===== src/rtl/rv2t_mem_arbiter.sv =====
// rv2t_mem_arbiter: shares the single-port RAM between the RV2T core and the OCD port, with OCD priority limited by a streak count
// Ports: core_* and ocd_* are request/grant/read-return channels; mem_* drive the RAM (1-cycle read latency);
// sync_reset is synchronous and active-high; parameter MAX_OCD_STREAK bounds how long a waiting core can be passed over.
module rv2t_mem_arbiter #(
  parameter int ADDR_BITS      = 14,
  parameter int XLEN           = 32,
  parameter int MAX_OCD_STREAK = 4
) (
  input  logic                 clk,
  input  logic                 sync_reset,
  input  logic                 core_req,
  input  logic [ADDR_BITS-1:0] core_addr,
  input  logic [XLEN/8-1:0]    core_we,
  input  logic [XLEN-1:0]      core_wdata,
  output logic                 core_gnt,
  output logic                 core_rvalid,
  output logic [XLEN-1:0]      core_rdata,
  input  logic                 ocd_req,
  input  logic [ADDR_BITS-1:0] ocd_addr,
  input  logic [XLEN/8-1:0]    ocd_we,
  input  logic [XLEN-1:0]      ocd_wdata,
  output logic                 ocd_gnt,
  output logic                 ocd_rvalid,
  output logic [XLEN-1:0]      ocd_rdata,
  output logic [ADDR_BITS-1:0] mem_addr,
  output logic [XLEN/8-1:0]    mem_write_en,
  output logic [XLEN-1:0]      mem_write_data,
  input  logic [XLEN-1:0]      mem_read_data
);
  typedef enum logic [1:0] {NONE, CORE, OCD} owner_t;
  owner_t     rd_owner;
  logic [3:0] streak;
  logic       sat;
  assign sat = streak == 4'(MAX_OCD_STREAK);
  // rvalid is gated by sync_reset so a read granted just before reset is never reported
  always_comb begin
    ocd_gnt        = !sync_reset && ocd_req && !(core_req && sat);
    core_gnt       = !sync_reset && core_req && !ocd_gnt;
    mem_addr       = ocd_gnt ? ocd_addr : core_addr;
    mem_write_en   = ocd_gnt ? ocd_we : core_gnt ? core_we : '0;
    mem_write_data = ocd_gnt ? ocd_wdata : core_wdata;
    core_rvalid    = !sync_reset && rd_owner == CORE;
    ocd_rvalid     = !sync_reset && rd_owner == OCD;
    core_rdata     = core_rvalid ? mem_read_data : '0;
    ocd_rdata      = ocd_rvalid ? mem_read_data : '0;
  end
  always_ff @(posedge clk) begin
    if (sync_reset) begin
      rd_owner <= NONE;
      streak   <= '0;
    end else begin
      streak   <= (!core_req || core_gnt) ? 4'd0 : (ocd_gnt && !sat) ? streak + 4'd1 : streak;
      rd_owner <= (core_gnt && core_we == '0) ? CORE : (ocd_gnt && ocd_we == '0) ? OCD : NONE;
    end
  end
endmodule

===== config.mk =====
export PLATFORM = sky130hd
export DESIGN_NAME = rv2t_mem_arbiter
export DESIGN_NICKNAME = d
export VERILOG_FILES = /design/src/rtl/rv2t_mem_arbiter.sv
export SDC_FILE = /design/constraint.sdc
export NUM_CORES = 1
export LEC_CHECK = 0
export ABC_CLOCK_PERIOD_IN_PS = 1500
export BUFFER_PORTS_ARGS = -buffer_cell sky130_fd_sc_hd__buf_2
export CORE_AREA = 3 3 98 100
export CTS_BUF_LIST = sky130_fd_sc_hd__clkbuf_2
export DETAILED_ROUTE_END_ITERATION = 6
export DIE_AREA = 0 0 101 103
export SLEW_MARGIN = 20
export SYNTH_ARGS = -nofsm -noshare
export SYNTH_HDL_FRONTEND = slang
export SYNTH_SLANG_ARGS = --single-unit

===== constraint.sdc =====
create_clock -name clk -period 1.5 [get_ports clk]
set_input_delay 0.075 -clock clk [delete_from_list [all_inputs] [get_ports clk]]
set_output_delay 0.075 -clock clk [all_outputs]
set_load 0.01 [all_outputs]

# ---- Word-level counts from Yosys, hierarchy flattened
# Index checks and enable logic that the tools add are counted.
# W data, S select, Z words.
dict set report totals {
  register_bits 6
  inputBits 136
  output_inout_bits 118
  wordCells 35
}
dict set report op_classes {
  addsub 1
  n_eq_ne 3
  mux 8
  n_reduce_logical 20
}
# operator count
set op_table {}
lappend op_table {{$mux W32} 3}
lappend op_table {{$mux W14} 1}
lappend op_table {{$logic_and A1 B1 Y1} 10}
lappend op_table {{$logic_not A4 Y1} 2}
lappend op_table {{$mux W4} 2}
lappend op_table {{$logic_not A1 Y1} 5}
lappend op_table {{$add A4 B1 Y4 const B} 1}
lappend op_table {{$eq A4 B3 Y1 const B} 1}
lappend op_table {{$reduce_or A2 Y1} 2}
lappend op_table {{$eq A2 B1 Y1 const B} 1}
lappend op_table {{$eq A2 B2 Y1 const B} 1}
lappend op_table {{$mux W2} 1}
lappend op_table {{$logic_or A1 B1 Y1} 1}
lappend op_table {{$mux W1} 1}

# ---- Longest topological paths before layout
# Gate-level depths: netlist of run 1.
dict set report logic_depth {
  ltp_word 8
  depth_mapped 7
  ltp_nobuf 6
}

# ---- Worst setup path before layout of run 1
# Ideal clock, no wire load.
dict set report synth_timing {
  path_type {flip-flop to output port}
  from {reg streak[0]}
  to {out mem_write_data[12]}
  arrival_time_ps 1540
  required_time_ps 1425
  path_slack_ps -115
  stages_incl_launch_ff 8
  path_buffers 2
  path_cell_list {dfxtp_1 -> inv_1 -> ha_1 -> and3b_1 -> a21o_1 -> buf_6 -> buf_6 -> mux2_4}
}
dict set report synth_via {
  elab_chain_len 5
}
# item line
set synth_rtl {}
lappend synth_rtl {{from (decl)} 32} ;# logic [3:0] streak;
lappend synth_rtl {{from (signal assigned)} 52} ;# streak <= (!core_req || core_gnt) ? 4'd0 : (ocd_gnt && !sat) ? streak + 4'd1 : streak;
lappend synth_rtl {{$eq A4 B3 Y1} 34} ;# assign sat = streak == 4'(MAX_OCD_STREAK);
lappend synth_rtl {{$logic_and A1 B1 Y1} 37} ;# ocd_gnt = !sync_reset && ocd_req && !(core_req && sat);
lappend synth_rtl {{$logic_not A1 Y1} 37}
lappend synth_rtl {{$logic_and A1 B1 Y1} 37}
lappend synth_rtl {{$mux W32} 41} ;# mem_write_data = ocd_gnt ? ocd_wdata : core_wdata;
lappend synth_rtl {{to (decl)} 27} ;# output logic [XLEN-1:0] mem_write_data,
# No other way between the ends.

# ---- Worst setup path after layout of run 1
dict set report layout_timing {
  from {reg streak[1]}
  to {out mem_write_data[27]}
}
# The elaborated chain is that of the path after synthesis.

==> metrics, run 1 <==
Yosys cell types=23; DRT Pass-1 Iters=4; Final Max Slew Viols=0; CTS root buf=clkbuf_2; most frequent cell after synthesis=and2_1; clk_lat worst skew=0.22 ns; num ports=254; final setup violation count=52; CP Data Arrival Time=1.79 ns; largest area contributor in the netlist=and2_1; status=complete, but fails checks; DP Area=2846 sq um; die height=103 um; CTS tree=yes; DRC=0; Seq/Total Area, Yosys=8.719%; die width=101 um; die area=10400 sq um; Iteration-0 DRC Markers=22; Area growth syn-to-layout=120.4%; largest net degree at the start of global routing=34; Seq. cell area=122.6 sq um; routed vias/inst=~4; total CTS buffers=3; GRT Residual Overflow=0; vias in the first global route=1919; kind of critical path=register to output port; Post-layout nets=~560; period utilization=124.6%; Core ar.=slightly below 9000 sq um; Initial Util=about 16%; largest cells by area after synthesis=and2_1 (30%), mux2_2 (22%), mux2_4 (21%); H-Tree Depth=1; Crit. End Element=output port; max_cap viols=0; minimum clock period=1.869 ns; cells on worst reg2reg path=6; WHS Path Cells=2; f_max=between 500 and 600 MHz; CTS max path bufs=2; Peak VDD IR=151.3 uV; wire per inst=12.60 um; violated checks=setup timing; crit-path max FO=17; Synth top area share=29.52%; share of layout cells above drive strength 1=79.09%; Layout Skew=0.004469 ns; Slew @ Worst Pin=0.2143 ns; Req. time, crit path=1.42 ns; Pwr Density=298.9 nW/um^2; first-pass GRT wire length=approximately 9 mm; Post-Syn Area=1378 sq um; Design Area, Final=3037 sq um; num rows=34; DP Wirelength=5.778 mm; Tot GR Track Use=10.54%; CP Launch Type=register; most instantiated cells after synthesis=and2_1 (65), mux2_2 (27), mux2_4 (19); CP peak stage delay=0.33 ns; Leak=1.873 nW; antenna-violating nets left=0; diode count=0; area of the multi-input gates=around 1200 sq um; final hold violations=0; GP Congestion=0.6861; Post-synth EDFFs=0; min-delay worst type=input port to register; CTS clock-pin slew for the worst setup and hold paths=0.07 ns; Syn. warnings=0; ys flop type=dfxtp_1; Worst slew margin=85.58%; Cells after Synth=157; drt total wl=around 6.6 mm; Hold Slack=between 0.03 and 0.04 ns; fraction of registers with async set/reset=0%; CP max stage cell=dfxtp_2; RSZ-0062 raised after global routing=true; Worst Slack Setup Final=-0.3686 ns; setup TNS=-16.66 ns; total vias in the final route=2089; syn nets=295; CP Cell Sequence=inv_2 -> ha_4 -> and3b_2 -> a21o_4 -> buf_12 -> mux2_4 -> buf_2; initial antenna violation count=0; input/output buffers=253; end-of-flow core utilization=34.65%; Avg Cell Area, Syn=8.774 sq um; Synth Register Bits=6; dpl ws=-0.1390 ns; clock net sink count=6; Fillers=~900
[final timing paths]
| kind | start | end | slack [ns] |
|---|---|---|---|
| worst max-delay path | streak[1] | mem_write_data[27] | -0.37 |
| worst max register to register | streak[1] | streak[2] | 0.08 |
| worst min register to register | streak[0] | streak[0] | 0.52 |
| worst min-delay path | ocd_we[3] | rd_owner[1] | 0.04 |
[kinds of logic (layout without fill, tap and decap cells)]
logic type / count (synthesis) / count (layout) / synth area share, %
adders and majority gates: 2 / 2 / 1.816
xor gates and xnor gates: 2 / 2 / 1.272
muxes: 46 / 46 / 42.78
AOI/OAI and AO/OA: 6 / 6 / 3.815
and+or+nand+nor: 78 / 78 / 35.15
DFF: 6 / 6 / 8.720
buffers and inverters: 17 / 276 / 6.448
[metal layers]
metal  track usage [%]  up-vias  wire [um]
met1             11.45      907       2247
li1                  -     1044          -
met2             20.61      136       3591
met3             2.165        2        719
met5                 0        -          0
met4             2.761        0         42
[critical path, delay by kind of cell (launching register included)]
family / cells / cell delay (ns)
AO/OA/AOI/OAI: 1 / 0.24
adder cells (fa/ha/maj): 1 / 0.14
buffers and inverters: 3 / 0.36
flip-flops: 1 / 0.33
multiplexers: 1 / 0.30
AND/OR/NAND/NOR: 1 / 0.21
[placed cells by master, fill, tap and decap left out, types with 2 or more instances in the layout]
master,n
dfxtp_1,4
and2_1,65
inv_1,3
mux2_4,20
nor2_1,3
buf_4,8
a22o_1,4
mux2_2,26
dfxtp_2,2
inv_2,3
nor3b_2,2
buf_6,23
buf_2,234
clkbuf_2,3
[sequential cells by signal, indices dropped and copies added, names as in the netlist]
name,flops
rd_owner,2
streak,4
[cell type report]
class                      count  share of cell area, %
timing repair buffer         267                  50.23
multi-input combinational    134                  40.05
clock buffer                   3                 0.4944
tap                          108                  4.450
inverter                       6                 0.7417
sequential                     6                  4.038
[repair_timing]
item                       in CTS  in global routing
setup endpoints to repair      56                 70
pin swaps                       1                  2
hold buffers                    0                  0
buffers inserted                0                  0
resized for setup              16                 17
[per-stage QoR]
step                      std cells  power, mW
final                           524     0.9077
after floorplan                 157     0.4219
after global routing            524     0.9757
after detailed placement        521     0.7338
after global placement          521     0.7269
after CTS                       524     0.8925
[power breakdown]
part           switching [mW]  internal (mW)
clock network          0.0584         0.0544
registers             0.00109          0.161
logic                   0.243          0.390
total                   0.302          0.606
Note: power is estimated with default switching activity, not from simulation.
==> inputs of run 2 (changes only) <==
==> constraint.sdc (replaced) <==
create_clock -name clk -period 1.5 [get_ports clk]
set_input_delay 0.45 -clock clk [delete_from_list [all_inputs] [get_ports clk]]
set_output_delay 0.45 -clock clk [all_outputs]
set_load 0.01 [all_outputs]
==> metrics, run 2 (synthesis results as in run 1) <==
status=complete, but fails checks; violated checks=setup timing; CTS tree=yes; GP Congestion=0.7461 (+8.7%); input/output buffers=253 (unchanged); Core ar.=8763 sq um (unchanged); Leak=2.130 nW (+14%); DRC=0 (unchanged); Iteration-0 DRC Markers=29 (+32%); Post-layout nets=575 (+3.4%); Crit. End Element=output port; largest net degree at the start of global routing=20 (-41%); die height=103 um (unchanged); die width=101 um (unchanged); worst hold endpoint=rd_owner[1]; largest registers=streak x4, rd_owner x2; num rows=34 (unchanged); WHS Path Cells=2 (unchanged); WP buf/inv=3 (unchanged); Hold Slack=0.4081 ns (+0.3709 ns); final setup violation count=118 (+130%); end-of-flow core utilization=44.67% (+10 points); Slew @ Worst Pin=0.2165 ns (+0.002170 ns); DRT Pass-1 Iters=4 (unchanged); num ports=254 (unchanged); Final Max Slew Viols=0 (unchanged); max reg flops=4 (unchanged); drt total wl=9.283 mm (+41%); CP Cell Sequence=inv_2 -> ha_2 -> and3b_1 -> a21o_4 -> buf_12 -> mux2_4 -> buf_6; minimum clock period=2.230 ns (+0.3610 ns); CP peak stage delay=0.33 ns (about the same); delay-heaviest family, CP=flip-flops; Area growth syn-to-layout=184.2%; most flop-heavy register=streak; first-pass GRT wire length=11.70 mm (+33%); RR Startpoint=streak[1]; Worst Slack Setup Final=-0.7296 ns (-0.3610 ns); H-Tree Depth=1 (unchanged); crit-path max FO=19 (+2); Peak VDD IR=266.2 uV (+76%); clock net sink count=6 (unchanged); commonest non-fill, non-tap cell in the layout=buf_2; CP Data Arrival Time=1.78 ns (about the same); f_max=448.5 MHz (-16%); reg2reg setup slack=0.08 ns (about the same); Pwr Density=247.0 nW/um^2 (-17%); CTS clock-pin slew for the worst setup and hold paths=0.07 ns (about the same); Req. time, crit path=1.05 ns (-0.37 ns); cells on worst reg2reg path=7 (+1); setup TNS=-60.94 ns (-44.28 ns); CTS root buf=clkbuf_2; CP max stage cell=dfxtp_2; antenna-violating nets left=0 (unchanged); routed vias/inst=4.273 (+7.2%); most frequent cells in the layout=buf_2 (167), buf_6 (95), and2_4 (58); total vias in the final route=2329 (+11%); RSZ-0062 raised after global routing=true; period utilization=148.6% (+24 points); Fillers=822 (-8.6%); Tot GR Track Use=14.70% (+4.2 points); vias in the first global route=2247 (+17%); total CTS buffers=3 (unchanged); max_cap viols=0 (unchanged); clk_lat worst skew=0.22 ns (about the same); Hold Crit Start=ocd_we[3]; Initial Util=15.72% (unchanged); R2R Path End=rd_owner[0]; CP Launch Type=register; initial antenna violation count=2 (+2); Layout Skew=0.006452 ns (+0.001983 ns); DP Wirelength=6.444 mm (+12%); Worst slew margin=85.43% (-0.15 points); kind of critical path=register to output port; final hold violations=0 (unchanged); GRT Residual Overflow=0 (unchanged); wire per inst=17.03 um (+35%); CP startpoint=streak[1]; min-delay worst type=input port to register; hold buffer count at cts=0 (unchanged); CTS max path bufs=2 (unchanged); share of layout cells above drive strength 1=93.56% (+14 points); die area=10400 sq um (unchanged); dpl ws=-0.5515 ns (-0.4125 ns)
run 2: cell count changes in the layout (fill, tap and decap cells not counted), sizes merged:
cell	previous run	this run
buf	267	286
diode	0	2
run 2: report_power, final:
part	switching (mW)	total, mW	internal (mW)	leakage (nW)
combinational	0.268	0.690	0.422	2.07
clock	0.0596	0.114	0.0543	0.0125
sequential	0.00120	0.163	0.161	0.0499
total	0.329	0.967	0.638	2.13
run 2: stage by stage:
stage	instances	instance area, sq um	total power, mW
CTS	545	3675	0.9629
global route	545	3915	1.034
global placement	523	2899	0.7346
floorplan	157	1425	0.4227
detailed placement	523	2899	0.7414
finish	545	3915	0.9668
run 2: layout make-up:
| cell class | count | area (sq um) | share of cell area (%) |
|---|---|---|---|
| timing repair buffer | 286 | 2243 | 57.30 |
| tap | 108 | 135.1 | 3.452 |
| clock buffer | 3 | 15.01 | 0.3835 |
| multi-input combinational | 134 | 1365 | 34.87 |
| sequential | 6 | 123.9 | 3.164 |
| inverter | 6 | 27.53 | 0.7031 |
| antenna | 2 | 5.005 | 0.1278 |
run 2: worst register-to-register path: stages (launching register included):
cell and delay [ns]:
dfxtp_2 0.33, inv_2 0.03, ha_2 0.15, and3b_1 0.17, buf_4 0.14, o211a_4 0.25, buf_6 0.12, and2_1 0.12
run 2: how the worst max path moves through the flow:
| stage | end | cells after the start |
|---|---|---|
| floorplan | mem_write_data[12] | 7 |
| global placement | mem_write_data[24] | 6 |
| detailed placement | mem_write_data[17] | 6 |
| CTS | mem_write_data[17] | 7 |
| global route | mem_write_data[30] | 7 |
| finish | mem_write_data[17] | 7 |
run 2: layer usage:
layer,GRT usage (%),vias up,routed length (um)
li1,-,1088,-
met1,15.22,1049,3038
met2,30.68,173,5148
met3,1.556,19,832
met4,4.090,0,263
met5,0,-,0
run 2: timing repair:
| item | 4_1_cts | 5_1_grt |
|---|---|---|
| endpoints found under the setup margin | 121 | 119 |
| cloned | 8 | 0 |
| gates resized for setup | 98 | 81 |
| buffers inserted | 11 | 4 |
| pin swaps | 32 | 33 |
